==> src/rtl/uart_tx.sv <==
// uart_tx: pulls words from a first-word-fall-through FIFO and sends start, data (LSB first), stop.
// Define UART_TX_PARITY_EN to add an even-parity bit between the last data bit and the stop bit.
`timescale 1ns/1ps

module uart_tx #(
    parameter int unsigned CLOCK_FREQUENCY = 32'd100_000_000,
    parameter int unsigned BAUD_RATE       = 32'd115200,
    parameter int unsigned WORD_WIDTH      = 32'd8
) (
    input  logic                  clk,
    input  logic                  rst,
    input  logic [WORD_WIDTH-1:0] din,
    input  logic                  empty,
    output logic                  re,
    output logic                  dout,
    output logic                  busy
);

    // DIV truncates; it must come out at 2 or more for the baud counter to make sense.
    localparam int unsigned DIV    = CLOCK_FREQUENCY / BAUD_RATE;
    localparam int unsigned BAUD_W = (DIV > 1) ? $clog2(DIV) : 1;
    localparam int unsigned BIT_W  = (WORD_WIDTH > 1) ? $clog2(WORD_WIDTH) : 1;

    localparam logic [BAUD_W-1:0] BAUD_LAST = BAUD_W'(DIV - 1);
    localparam logic [BIT_W-1:0]  BIT_LAST  = BIT_W'(WORD_WIDTH - 1);

    typedef enum logic [2:0] {
        S_IDLE   = 3'd0,
        S_START  = 3'd1,
        S_DATA   = 3'd2,
`ifdef UART_TX_PARITY_EN
        S_PARITY = 3'd3,
`endif
        S_STOP   = 3'd4
    } state_t;

    state_t                r_state;
    logic [BAUD_W-1:0]     r_baud_cnt;
    logic [BIT_W-1:0]      r_bit_cnt;
    logic [WORD_WIDTH-1:0] r_shift;
    logic                  r_dout;
`ifdef UART_TX_PARITY_EN
    logic                  r_parity;
`endif

    state_t                w_next_state;
    logic                  w_re;
    logic                  w_baud_done;
    logic                  w_last_bit;
    logic [WORD_WIDTH-1:0] w_shift_next;
    logic                  w_dout_next;

    assign w_baud_done = (r_baud_cnt == BAUD_LAST);
    assign w_last_bit  = (r_bit_cnt == BIT_LAST);

    // NOTE: every signal written here gets a default first, so no path can leave one unassigned and infer a latch.
    always_comb begin
        w_next_state = r_state;
        w_re         = 1'b0;
        unique case (r_state)
            S_IDLE: begin
                if (!empty) begin
                    w_re         = 1'b1;
                    w_next_state = S_START;
                end
            end
            S_START: begin
                if (w_baud_done) w_next_state = S_DATA;
            end
            S_DATA: begin
                if (w_baud_done && w_last_bit) begin
`ifdef UART_TX_PARITY_EN
                    w_next_state = S_PARITY;
`else
                    w_next_state = S_STOP;
`endif
                end
            end
`ifdef UART_TX_PARITY_EN
            S_PARITY: begin
                if (w_baud_done) w_next_state = S_STOP;
            end
`endif
            S_STOP: begin
                // Fetching the next word in the last stop cycle chains frames with no idle gap.
                if (w_baud_done) begin
                    if (!empty) begin
                        w_re         = 1'b1;
                        w_next_state = S_START;
                    end else begin
                        w_next_state = S_IDLE;
                    end
                end
            end
            default: w_next_state = S_IDLE;
        endcase
        if (!rst) begin
            w_re         = 1'b0;
            w_next_state = S_IDLE;
        end
    end

    always_comb begin
        w_shift_next = r_shift;
        if (w_re) begin
            w_shift_next = din;
        end else if (r_state == S_DATA && w_baud_done) begin
            w_shift_next = r_shift >> 1;
        end
    end

    // The line level is computed for the state being entered so dout comes straight from a flop.
    always_comb begin
        w_dout_next = 1'b1;
        case (w_next_state)
            S_START:  w_dout_next = 1'b0;
            S_DATA:   w_dout_next = w_shift_next[0];
`ifdef UART_TX_PARITY_EN
            S_PARITY: w_dout_next = r_parity;
`endif
            default:  w_dout_next = 1'b1;
        endcase
    end

    // NOTE: state is updated with non-blocking assignments so every flop samples pre-edge values.
    always_ff @(posedge clk) begin
        if (!rst) begin
            r_state    <= S_IDLE;
            r_baud_cnt <= '0;
            r_bit_cnt  <= '0;
            r_shift    <= '0;
            r_dout     <= 1'b1;
`ifdef UART_TX_PARITY_EN
            r_parity   <= 1'b0;
`endif
        end else begin
            r_state <= w_next_state;
            r_shift <= w_shift_next;
            r_dout  <= w_dout_next;
`ifdef UART_TX_PARITY_EN
            if (w_re) r_parity <= ^din;
`endif
            if (r_state == S_IDLE || w_next_state != r_state || w_baud_done) begin
                r_baud_cnt <= '0;
            end else begin
                r_baud_cnt <= r_baud_cnt + 1'b1;
            end

            if (r_state != S_DATA) begin
                r_bit_cnt <= '0;
            end else if (w_baud_done) begin
                r_bit_cnt <= w_last_bit ? '0 : r_bit_cnt + 1'b1;
            end
        end
    end

    assign re   = w_re;
    assign dout = r_dout;
    assign busy = (r_state != S_IDLE);

endmodule

==> config.mk <==
export PLATFORM = sky130hd
export DESIGN_NAME = uart_tx
export DESIGN_NICKNAME = d
export VERILOG_FILES = /design/src/rtl/uart_tx.sv
export SDC_FILE = /design/constraint.sdc
export NUM_CORES = 1
export LEC_CHECK = 0
export ABC_AREA = 1
export CAP_MARGIN = 20
export CORE_MARGIN = 1
export CORE_UTILIZATION = 35
export DETAILED_ROUTE_END_ITERATION = 6
export SLEW_MARGIN = 20
export SYNTH_ARGS = -nofsm -noshare
export SYNTH_HDL_FRONTEND = slang
export SYNTH_SLANG_ARGS = --single-unit
==> constraint.sdc <==
create_clock -name clk -period 2.7 [get_ports clk]
set_input_delay 0.54 -clock clk [delete_from_list [all_inputs] [get_ports clk]]
set_output_delay 0.54 -clock clk [all_outputs]
set_load 0.03 [all_outputs]
==> results of run 1 <==
## cell usage in the layout (no fill, tap or decap)
| cell type | n |
|---|---|
| clkdlybuf4s50_1 | 12 |
| nand3_1 | 8 |
| nand4_1 | 1 |
| o21ai_1 | 3 |
| nor2_2 | 10 |
| o21ai_0 | 5 |
| a21oi_4 | 1 |
| nor2_1 | 11 |
| dfxtp_1 | 25 |
| buf_4 | 3 |
| nand2_1 | 34 |
| a21oi_1 | 5 |
| nor3_1 | 3 |
| a31oi_1 | 6 |
| ha_1 | 3 |
| inv_1 | 16 |
| nor2_4 | 1 |
| xor2_1 | 5 |
| xnor2_1 | 3 |
| nor4_1 | 1 |
| clkbuf_4 | 3 |
| nand2_2 | 5 |
| nand2_4 | 1 |
| nand3_2 | 1 |
| or2_2 | 1 |
| inv_2 | 3 |
| clkbuf_1 | 1 |
## sequential cells by signal, indices dropped and copies added (netlist names)
signal,flops
r_baud_cnt,10
r_shift,8
r_bit_cnt,3
r_state,3
dout,1
## power breakdown
group,switching (mW),internal (mW)
Clock,0.102,0.0575
Combinational,0.0353,0.0323
Sequential,0.00507,0.380
## kinds of logic (layout without fill, tap and decap cells)
| group | count (synthesis) | in the layout | share of synthesized area [%] |
|---|---|---|---|
| AND/OR/NAND/NOR | 77 | 77 | 31.12 |
| flip-flops | 25 | 25 | 42.19 |
| buffers and inverters | 21 | 38 | 7.595 |
| AO/OA/AOI/OAI | 20 | 20 | 10.02 |
| XOR/XNOR | 8 | 8 | 5.907 |
| adder cells (fa/ha/maj) | 3 | 3 | 3.165 |
## worst max-delay path by stage
stage	startpoint	to	slack, ns
floorplan	rst	re	0.86
global placement	rst	re	0.53
detailed placement	rst	re	0.51
CTS	r_baud_cnt[0]	re	0.45
global route	r_baud_cnt[0]	re	0.30
finish	r_baud_cnt[0]	re	0.48
## per-stage QoR
step	instances	hold slack (ns)	setup WS, ns	power [mW]
after floorplan	154	0.4276	0.8591	0.4341
after global placement	211	0.4370	0.5315	0.4606
after detailed placement	211	0.4456	0.5136	0.4618
after CTS	215	0.4736	0.4514	0.6228
after global routing	215	0.4957	0.2975	0.6461
final	215	0.4672	0.4833	0.6126
## cell type report
cell class                      count  area [um^2]
Timing Repair Buffer               15        142.6
Sequential cell                    25        500.5
Clock buffer                        4        26.28
Inverter                           19        71.32
Multi-Input combinational cell    108        595.6
Tap cell                           44        55.05
Fill cell                         325         1737
## routing by layer
layer	vias to the layer above	part of all wire [%]	track usage, %
li1	529	-	-
met1	427	49	15.65
met2	11	47	22.76
met3	2	3.4	2.814
met4	0	0.65	4.983
met5	-	0	0
==> impl_metrics.ini, run 1 <==
[worst_hold_path]
hold_class = flop to flop
worst_hold_path.endpoint = r_baud_cnt[0]
holdPathStages = 1
hp-start = r_baud_cnt[0]

[final_layout]
postLayoutCellArea_um2 = 1391
post-route-util_pct = 44.48
syn2layout_area_growth_pct = 17.30
layout.nets = 186
diodes = 0
drive_above_1_share_pct = 16.96

[yosys]
ys_seq_elements = 25
synth_edf_count = 0
yosysSeqAreaShare_pct = 42.19
ys.flop_type = dfxtp_1
syn_area_per_cell_um2 = 7.702
yosysTopAreaCellShare_pct = 42.19
synth_fp_nets = 168
yosysWarnings = 0
synthTopCellsByCount = 34 x nand2_1, 25 x dfxtp_1, 16 x inv_1
syn-cell-area_um2 = 1186
yosys.area.top_type = dfxtp_1
yosys-top-cells-area = dfxtp_1 42%, nand2_1 11%, nor2_2 5.3%, inv_1 5.1%, xor2_1 3.7%
synth_most_common_cell = nand2_1
synthCells = 154
ys_async_sr_fraction_pct = 0
synth.distinct_cells = 25

[pwr]
ir_worst_vdd_mv = 0.1450
p_per_area_nw_per_um2 = 440.3
p_leak_nw = 0.5528

[die]
die_w_um = 60.22
fp.coreArea_um2 = 3128
fp.dieH_um = 60.22
dieArea_um2 = 3626
rows = 20
start_util_pct = 37.92
io_pins = 14

[routing]
vias = 969
wl_per_cell_um = 9.330
drt_iter0_markers = 43
totalWireLength_um = 2006
drt_pass1_iterations = 4
ant_nets = 0
drc = 0
via_per_inst = 4.507

[critical_path]
crit_path_start_kind = flop
slowest_delay_ns = 0.39
reg2reg_to = dout
crit_cells = 8
crit_slowest_cell = dfxtp_1
worstSetupPathType = flop to output port
crit_chain = ha_1 -> nand3_1 -> inv_1 -> nand2_2 -> nand2_1 -> nand2_2 -> inv_1 -> buf_4
rrSetupSlack_ns = 1.01
cp.required_ns = 2.16
worst-path-buf-inv = 3
timing.rr.start = r_baud_cnt[0]
path_max_fanout = 8
r2r_cells = 10
critPathArrivalTime_ns = 1.68
crit_family = simple AND/OR/NAND/NOR gates
endpoint_kind = output port

[grt]
grt_overflow_total = 0
grt_pass1_wl_um = 3615
grt.total_usage_pct = 13.13
grt_max_degree = 16
grt_pass1_vias = 900
antenna_found_initial = 0

[clock_tree]
cts_sinks = 25
clk_latency_ns = 0.31
cts_root_buf = clkbuf_4
ctsHoldBuffers = 0
cts_max_path_buffers = 2
cts_resized = 0
clk_pin_slew_ns = 0.12
cts_tree = yes
cts_setup_buffers = 0
cts_inserted_buffers = 3
htree_levels = 1

[timing]
fmax_mhz = 451.1
period_share_pct = 82.10
final_max_slew_viol_count = 0
tightest_slew_ns = 0.3752
rsz0062_at_grt = no
layout_min_cycle_time_ns = 2.217
final_hold_viol_count = 0
finalSetupViolations = 0
clock_skew_ns = 0.008987
setup_tns_ns = 0
maxSlewHeadroom_pct = 74.80

[placement]
io_buffers = 13
place.gp.congestion = 0.7963
place_area_um2 = 1365
place_hpwl_um = 1555

[job]
maxCapViolCount = 0

[run_status]
status = finished, final reports clean
(Power assumes the default switching activity.)
==> inputs of run 2 (changes only) <==
clock period = 2 ns   (was 2.7 ns; I/O delays follow)
==> run 2 against run 1 <==
Final cell count rose by 0.93%; sequential cell count did not move; first-iteration DRC count rose by 44%; clock-buffer cell count fell by 1; die area did not move; sequential share of layout area fell by 0.74 points; cell area rose by 4.1%; largest cell class unchanged.
==> impl_metrics.ini, run 2 (synthesized netlist as in run 1, its figures left out) <==
[pwr]
fin_total_pwr_mw = 0.8474
power.internal_mw = 0.6330
p_per_area_nw_per_um2 = 584.9
p_clk_share_pct = 27.7
power_frac_comb_pct = 10.9
p_switching_mw = 0.2144
pwr-share-seq_pct = 61.4
switching_share_pct = 25.30
p_leak_nw = 0.5752
ir_worst_vdd_mv = 0.2827

[die]
dieArea_um2 = 3626
fp.dieH_um = 60.22
fp.coreArea_um2 = 3128
rows = 20
io_pins = 14
die_w_um = 60.22
start_util_pct = 37.92

[grt]
grt_max_degree = 16
grt_pass1_wl_um = 4050
grt.total_usage_pct = 15.16
grt_pass1_vias = 963
grt_overflow_total = 0
antenna_found_initial = 0

[final_layout]
largest_reg_flops = 10
nFillCells = 326
layout.nets = 188
max_flop_register = r_baud_cnt
syn2layout_area_growth_pct = 22.15
top_regs = r_baud_cnt (10), r_shift (8)
final_cell_mix = 33 x nand2_1, 21 x dfxtp_1, 14 x inv_1
layout_commonest_cell = nand2_1
diodes = 0
drive_above_1_share_pct = 24.86

[timing]
finalSetupViolations = 0
fmax_mhz = 524.5
setup_slack_ns = 0.09355
layout_min_cycle_time_ns = 1.906
final_hold_viol_count = 0
tightest_slew_ns = 0.4025
maxSlewHeadroom_pct = 72.96
final_max_slew_viol_count = 0
period_share_pct = 95.32
clock_skew_ns = 0.01697
hold_slack_ns = 0.4514

[critical_path]
endpoint_kind = output port
rrSetupSlack_ns = 0.41
path_max_fanout = 8
worstSetupPathType = flop to output port
critPathArrivalTime_ns = 1.51
cp.required_ns = 1.60
crit_path_start_kind = flop

[routing]
totalWireLength_um = 2257
ant_nets = 0
drt_pass1_iterations = 4
via_per_inst = 4.562
wl_per_cell_um = 10.40
drt_iter0_markers = 62
vias = 990
drc = 0

[clock_tree]
clk_pin_slew_ns = 0.13
cts_root_buf = clkbuf_4
cts_inserted_buffers = 3
cts_sinks = 25
htree_levels = 1
clk_latency_ns = 0.34
cts_max_path_buffers = 2
cts_tree = yes

[placement]
place.gp.congestion = 0.7876
io_buffers = 13
dp_slack_ns = 0.1402
place_hpwl_um = 1617

[worst_hold_path]
hold_class = flop to flop

[run_status]
status = finished, final reports clean

[job]
maxCapViolCount = 0
-- run 2: cell count changes in the layout (fill, tap and decap cells not counted), sizes merged --
cell	delta
dlygate4sd2	+1
buf	+2
clkbuf	-1
clkinvlp	+1
clkdlybuf4s50	-1
-- run 2: timing repair --
item	4_1_cts	5_1_grt
hold buffers	0	0
setup buffers	0	1
endpoints found under the setup margin	2	1
resized for setup	7	9
-- run 2: final timing paths --
kind | from | endpoint | cells past startpoint
setup / recovery | r_baud_cnt[0] | re | 8
hold / removal | r_baud_cnt[0] | r_baud_cnt[0] | 1
setup reg to reg | r_baud_cnt[2] | r_baud_cnt[8] | 10
hold reg to reg | r_baud_cnt[0] | r_baud_cnt[0] | 1
-- run 2: metal layers --
metal	up-vias	part of all wire, %	wire length [um]	global-route usage [%]
met2	12	48	1090	24.96
li1	531	-	-	-
met3	5	3.9	88	4.113
met4	0	1.7	39	5.980
met1	442	46	1039	18.55
met5	-	0	0	0
-- run 2: layout make-up --
| type | instances | area (um^2) | area share, % |
|---|---|---|---|
| Inverter | 19 | 71.32 | 4.922 |
| Clock buffer | 3 | 22.52 | 1.554 |
| Multi-Input combinational cell | 108 | 625.6 | 43.18 |
| Sequential cell | 25 | 510.5 | 35.23 |
| Tap cell | 44 | 55.05 | 3.800 |
| Timing Repair Buffer | 17 | 156.4 | 10.79 |
| Clock inverter | 1 | 7.507 | 0.5181 |
-- run 2: worst max-delay path, cell delays in order, from the launching register on --
cell and delay (ns):
dfxtp_4 0.39, ha_4 0.15, nand3_2 0.11, inv_2 0.09, nand2_4 0.08, nand2_2 0.08, nand2_2 0.05, inv_1 0.07
buf_4 0.15
-- run 2: through the flow --
stage	cells	instance area, um^2	utilization (%)	TNS [ns]
after floorplan	154	1186	-	0
after detailed placement	212	1373	43.88	0
after global placement	212	1373	43.88	0
after CTS	216	1418	45.32	0
after global routing	217	1449	46.32	-0.005636
final	217	1449	46.32	0
-- run 2: power groups by stage --
stage	combinational, mW	clock (mW)	sequential (mW)
2_1_floorplan	0.0521	0	0.534
3_3_place_gp	0.0913	0	0.532
5_1_grt	0.104	0.273	0.523
4_1_cts	0.0927	0.253	0.521
6_report	0.0928	0.235	0.520
3_5_place_dp	0.0934	0	0.532
